## src/rtl/countdown_pkg.sv

```systemverilog
// countdown_pkg: state encoding, default prescale ratio and prescaler sizing
// shared by countdown_controller and tick_prescaler.
package countdown_pkg;

  // 2 Hz decrement rate from the 50 MHz board clock.
  localparam int unsigned DEFAULT_TICK_DIV = 25_000_000;

  localparam logic [1:0] ST_IDLE   = 2'd0;
  localparam logic [1:0] ST_RUN    = 2'd1;
  localparam logic [1:0] ST_PAUSED = 2'd2;
  localparam logic [1:0] ST_DONE   = 2'd3;

  typedef enum logic [1:0] {
    IDLE   = ST_IDLE,
    RUN    = ST_RUN,
    PAUSED = ST_PAUSED,
    DONE   = ST_DONE
  } state_t;

  // ceil(log2(div)), never less than one bit.
  function automatic int unsigned prescale_width(input int unsigned div);
    int unsigned w;
    w = 1;
    for (int unsigned i = 1; i < 32; i++) begin
      if ((64'd1 << i) < 64'(div)) w = i + 1;
    end
    return w;
  endfunction

endpackage

```

## src/rtl/tick_prescaler.sv

```systemverilog
// tick_prescaler: clock-enable counter that strobes tick on its last state
// (TICK_DIV-1); holds while en is low, zeroes on clr.
module tick_prescaler
  import countdown_pkg::*;
#(
  parameter int unsigned TICK_DIV = DEFAULT_TICK_DIV
) (
  input  logic clk,
  input  logic reset,
  input  logic en,
  input  logic clr,
  output logic tick
);

  localparam int unsigned    PW   = prescale_width(TICK_DIV);
  localparam logic [PW-1:0]  LAST = PW'(TICK_DIV - 1);

  logic [PW-1:0] cnt;

  assign tick = en && !clr && (cnt == LAST);

  always_ff @(posedge clk or negedge reset) begin
    if (!reset) begin
      cnt <= '0;
    end else if (clr) begin
      cnt <= '0;
    end else if (en) begin
      cnt <= (cnt == LAST) ? '0 : cnt + PW'(1);
    end
  end

endmodule

```

## src/rtl/countdown_controller.sv

```systemverilog
// countdown_controller: loads a start value and decrements it once per prescaled
// tick with pause/clear/done; COUNTDOWN_AUTORELOAD_EN reloads load_val at terminal count.
module countdown_controller
  import countdown_pkg::*;
#(
  parameter int unsigned WIDTH    = 4,
  parameter int unsigned TICK_DIV = DEFAULT_TICK_DIV
) (
  input  logic             clk,
  input  logic             reset,
  input  logic             start,
  input  logic             pause,
  input  logic             clear,
  input  logic [WIDTH-1:0] load_val,
  output logic [WIDTH-1:0] count,
  output logic             busy,
  output logic             done,
  output logic             tick
);

  state_t           state, state_nx;
  logic [WIDTH-1:0] count_nx;
  logic             busy_nx, done_nx, tick_nx;
  logic             start_ok, pre_en, pre_clr, pre_tick;

  assign start_ok = start && (state == IDLE || state == DONE);
  assign pre_en   = (state == RUN) && !pause;
  assign pre_clr  = clear || start_ok;

  tick_prescaler #(
    .TICK_DIV(TICK_DIV)
  ) u_prescaler (
    .clk   (clk),
    .reset (reset),
    .en    (pre_en),
    .clr   (pre_clr),
    .tick  (pre_tick)
  );

  // Priority: clear > start > pause > tick.
  always_comb begin
    state_nx = state;
    count_nx = count;
    done_nx  = 1'b0;
    tick_nx  = 1'b0;
    if (clear) begin
      state_nx = IDLE;
      count_nx = '0;
    end else if (start_ok) begin
      if (load_val != '0) begin
        count_nx = load_val;
        state_nx = RUN;
      end else begin
        count_nx = '0;
        done_nx  = 1'b1;
        state_nx = DONE;
      end
    end else begin
      case (state)
        RUN: begin
          if (pause) begin
            state_nx = PAUSED;
          end else if (pre_tick) begin
            tick_nx = 1'b1;
            if (count > WIDTH'(1)) begin
              count_nx = count - WIDTH'(1);
            end else begin
              done_nx = 1'b1;
`ifdef COUNTDOWN_AUTORELOAD_EN
              if (load_val != '0) begin
                count_nx = load_val;
              end else begin
                count_nx = '0;
                state_nx = DONE;
              end
`else
              count_nx = '0;
              state_nx = DONE;
`endif
            end
          end
        end
        PAUSED: begin
          if (!pause) state_nx = RUN;
        end
        default: ;
      endcase
    end
    busy_nx = (state_nx == RUN) || (state_nx == PAUSED);
  end

  always_ff @(posedge clk or negedge reset) begin
    if (!reset) begin
      state <= IDLE;
      count <= '0;
      busy  <= 1'b0;
      done  <= 1'b0;
      tick  <= 1'b0;
    end else begin
      state <= state_nx;
      count <= count_nx;
      busy  <= busy_nx;
      done  <= done_nx;
      tick  <= tick_nx;
    end
  end

endmodule
```

## config.mk

```make
export PLATFORM = sky130hd
export DESIGN_NAME = countdown_controller
export DESIGN_NICKNAME = d
export VERILOG_FILES = /design/src/rtl/countdown_pkg.sv /design/src/rtl/tick_prescaler.sv /design/src/rtl/countdown_controller.sv
export SDC_FILE = /design/constraint.sdc
export NUM_CORES = 1
export LEC_CHECK = 0
export CORE_ASPECT_RATIO = 0.7
export CORE_MARGIN = 5
export CORE_UTILIZATION = 38
export DETAILED_ROUTE_END_ITERATION = 16
export GPL_ROUTABILITY_DRIVEN = 0
export GPL_TIMING_DRIVEN = 0
export PLACE_DENSITY = 0.54
export SLEW_MARGIN = 15
export SYNTH_ARGS = -nofsm -noshare
export SYNTH_HDL_FRONTEND = slang
export SYNTH_SLANG_ARGS = --single-unit
```

## constraint.sdc

```tcl
create_clock -name clk -period 1.95 [get_ports clk]
set_input_delay 0.195 -clock clk [delete_from_list [all_inputs] [get_ports clk]]
set_output_delay 0.195 -clock clk [all_outputs]
set_load 0.02 [all_outputs]
```

==> impl_metrics.env <==
export IMPL_portBuffers=14
export IMPL_routed_wl_um=6450
export IMPL_h_tree_levels=2
export IMPL_grt_antenna_before_repair=0
export IMPL_vdd_ir_drop_max_mv=0.248
export IMPL_global_route_overflow_total=0
export IMPL_synth_async_reset_ratio_pct=100
export IMPL_detailroute_wirelength_met3_um=343
export IMPL_synthesis_yosys_warnings=0
export IMPL_syn_avg_cell_area_um2=8.88
export IMPL_finalInstanceArea_um2=2950
export IMPL_num_rows=23
export IMPL_clock_path_buffers=2
export IMPL_total_power_mw=1.61
export IMPL_worst_r2r_startpoint="u_prescaler.cnt[9]"
export IMPL_post_synth_instance_area_um2=2220
export IMPL_synth_edf_count=0
export IMPL_timing_critical_path_from="u_prescaler.cnt[9]"
export IMPL_synth_top_cell_by_area="sky130_fd_sc_hd__dfrtp_1"
export IMPL_areaGrowthSynthToFinish_pct=32.7
export IMPL_final_hold_vios=0
export IMPL_tritoncts_clock_tree="done"
export IMPL_ys_seq_area_share_pct=38.3
export IMPL_finish_net_count=305
export IMPL_layout_drive_gt1_share_pct=27.1
export IMPL_drtPass1Iterations=5
export IMPL_routed_via_count=2118
export IMPL_slew_viol_final=0
export IMPL_detail_route_wirelength_met1_um=3400
export IMPL_clk_pin_slew_worst_paths_ps=70
export IMPL_worstSkewPairLatency_ps=290
export IMPL_routed_wl_met2_um=2630
export IMPL_ctsRootBufferMaster="sky130_fd_sc_hd__clkbuf_8"
export IMPL_grt_pass1_wl_um=10400
export IMPL_synth_ff_type="sky130_fd_sc_hd__dfrtp_1"
export IMPL_fp_dieW_um=101
export IMPL_setup_tns_final_ps=-1750
export IMPL_cp_data_arrival_time_ps=2220
export IMPL_cp_max_fo=10
export IMPL_top_layer="met4"
export IMPL_power_static_leakage_nw=1.17
export IMPL_setup_reg_to_reg_worst_slack_ps=-120
export IMPL_initialDrtViolationCount=115
export IMPL_grt_start_max_net_pins=26
export IMPL_post_dp_cell_area_um2=2480
export IMPL_finalCritPeriodShare_pct=106
export IMPL_post_synthesis_cells=250
export IMPL_cts_made_buffers=5
export IMPL_max_slew_margin_rel_pct=61.7
export IMPL_finalWorstPathRequiredPeriod_ps=2070
export IMPL_critPathKind="flop to flop"
export IMPL_postSynthRegisterBits=34
export IMPL_yosysUniqueCellTypes=51
export IMPL_via_per_inst=5.79
export IMPL_grt_total_usage_pct=18.0
export IMPL_cp_start_kind="flop"
export IMPL_cap_viol_max_count=0
export IMPL_core_area_um2=5700
export IMPL_min_path_type="primary input to asynchronous set/reset pin"
export IMPL_unrepaired_setup_endpoints_after_global_routing="true"
export IMPL_endpoint_kind="flop"
export IMPL_worstMarginPinSlew_ps=575
export IMPL_ys_top_cells_by_area="sky130_fd_sc_hd__dfrtp_1 (38%), sky130_fd_sc_hd__a31oi_1 (7.6%), sky130_fd_sc_hd__nand3b_1 (3.7%)"
export IMPL_dp_worst_setup_slack_ps=-580
export IMPL_floorplan_initialDensity_pct=39.0
export IMPL_die_y_um=74.0
export IMPL_violated_checks="negative setup slack"
export IMPL_n_antenna_cell=0
export IMPL_num_io_pins=16
export IMPL_routed_wire_length_per_instance_um=17.6
export IMPL_timing_critical_path_required_ps=2090
export IMPL_tritoncts_num_sinks=34
export IMPL_outcome="complete, but fails checks"
export IMPL_synth_top_area_share_pct=38.3
export IMPL_place_hpwl_um=4340
export IMPL_drc_errors=0
export IMPL_finalSetupViolCount=21
export IMPL_reg2regPathDepth=7
export IMPL_grt_pass1_vias=1980
export IMPL_detail_route_antenna_nets=0
export IMPL_power_density_over_the_cells_nw_per_um2=547
export IMPL_fp_dieArea_um2=7500
export IMPL_fmax_mhz=482
export IMPL_critical_path_reg2reg_endpoint="u_prescaler.cnt[2]"
export IMPL_worst_case_clock_skew_ps=2.05
export IMPL_post_route_worst_setup_slack_ps=-125
export IMPL_synth_net_count=264
## worst max path at each step
stage	endpoint	depth (start not counted)	slack (ps)
CTS	u_prescaler.cnt[20]	8	-100
detailed placement	u_prescaler.cnt[20]	8	-580
global placement	u_prescaler.cnt[20]	8	-600
global route	u_prescaler.cnt[2]	7	-210
finish	u_prescaler.cnt[2]	7	-120
floorplan	u_prescaler.cnt[24]	5	8
## state kept, by name, indices dropped and copies added, names as in the netlist
| name | flops |
|---|---|
| count | 4 |
| busy | 1 |
| state | 2 |
| done | 1 |
| tick | 1 |
| u_prescaler.cnt | 25 |
## cell type report
| class | instances | area, um^2 |
|---|---|---|
| Inverter | 11 | 41.3 |
| Timing Repair Buffer | 34 | 329 |
| Buffer | 13 | 105 |
| Sequential cell | 34 | 857 |
| Clock buffer | 7 | 76.3 |
| Tap cell | 75 | 93.8 |
| Fill cell | 517 | 2750 |
| Multi-Input combinational cell | 192 | 1440 |
## what timing repair did
item | 4_1_cts | 5_1_grt
hold endpoints to repair | 9 | 0
setup buffers | 8 | 8
gates resized for setup | 25 | 32
pin swaps | 5 | 17
hold buffers | 1 | 0
gates cloned | 2 | 1
setup endpoints to repair | 33 | 32
## per-layer routing
metal	vias up	track usage (%)
met4	0	5.60
li1	1040	-
met2	42	23.8
met5	-	0
met1	1026	28.7
met3	10	3.56
## Yosys cell counts, types with 3 or more instances
cell                         n
sky130_fd_sc_hd__buf_2       3
sky130_fd_sc_hd__clkbuf_1    7
sky130_fd_sc_hd__inv_1      11
sky130_fd_sc_hd__and3_1      8
sky130_fd_sc_hd__nor4_1      4
sky130_fd_sc_hd__and4_1      4
sky130_fd_sc_hd__nor3_1      6
sky130_fd_sc_hd__ha_1        5
sky130_fd_sc_hd__o22ai_1     3
sky130_fd_sc_hd__dfrtp_1    34
sky130_fd_sc_hd__buf_6       3
sky130_fd_sc_hd__o21ai_0     5
sky130_fd_sc_hd__nand3b_1   11
sky130_fd_sc_hd__nand3_1    16
sky130_fd_sc_hd__a31oi_1    27
sky130_fd_sc_hd__nor2_1     18
sky130_fd_sc_hd__nand2_1    21
sky130_fd_sc_hd__o2bb2ai_1   3
sky130_fd_sc_hd__a21oi_1     8
sky130_fd_sc_hd__mux2i_1     5
sky130_fd_sc_hd__nand4_1    11
## through the flow
step                hold WS, ps  utilization [%]  std cells
finish                      303             51.7        366
global route                331             51.7        366
CTS                         288             47.6        357
detailed placement         84.1             43.5        340
global placement            496             43.2        339
floorplan                  -101                -        250
## where the power goes
group | internal, mW | switching (mW) | total (mW) | leakage, nW
Combinational | 0.150 | 0.224 | 0.374 | 0.671
Clock | 0.246 | 0.252 | 0.498 | 0.0383
Sequential | 0.720 | 0.0175 | 0.738 | 0.462
## cell usage in the layout, fill, tap and decap left out, types with 4 or more instances in the layout
master / n
sky130_fd_sc_hd__a31oi_1: 25
sky130_fd_sc_hd__clkdlybuf4s50_1: 13
sky130_fd_sc_hd__dfrtp_2: 5
sky130_fd_sc_hd__inv_1: 10
sky130_fd_sc_hd__buf_6: 5
sky130_fd_sc_hd__nand2_1: 19
sky130_fd_sc_hd__and3_1: 8
sky130_fd_sc_hd__nand4_1: 11
sky130_fd_sc_hd__nand3_1: 15
sky130_fd_sc_hd__buf_4: 15
sky130_fd_sc_hd__and4_1: 4
sky130_fd_sc_hd__clkbuf_1: 4
sky130_fd_sc_hd__clkbuf_8: 5
sky130_fd_sc_hd__nand3b_1: 11
sky130_fd_sc_hd__dfrtp_1: 29
sky130_fd_sc_hd__a21oi_1: 6
sky130_fd_sc_hd__nor2_1: 15
sky130_fd_sc_hd__mux2i_1: 4
sky130_fd_sc_hd__o21ai_0: 5
## worst max-delay path, cell delays in order, from the launching register on
cell	delay (ps)
sky130_fd_sc_hd__dfrtp_2	430
sky130_fd_sc_hd__or4b_4	550
sky130_fd_sc_hd__nor3_4	280
sky130_fd_sc_hd__a31oi_4	160
sky130_fd_sc_hd__buf_6	190
sky130_fd_sc_hd__buf_8	140
sky130_fd_sc_hd__nand3_1	80
sky130_fd_sc_hd__a31oi_1	90
## logic make-up (layout without fill, tap and decap cells)
| family | Yosys count | count (layout) | share of synthesized area [%] |
|---|---|---|---|
| AOI/OAI and AO/OA | 60 | 60 | 18.4 |
| buffers and inverters | 25 | 65 | 5.41 |
| adders and majority gates | 5 | 5 | 2.82 |
| muxes | 7 | 7 | 3.27 |
| and+or+nand+nor | 118 | 119 | 31.4 |
| DFF | 34 | 34 | 38.3 |
| xor gates and xnor gates | 1 | 1 | 0.394 |
Power figures use the tool's default switching activity.
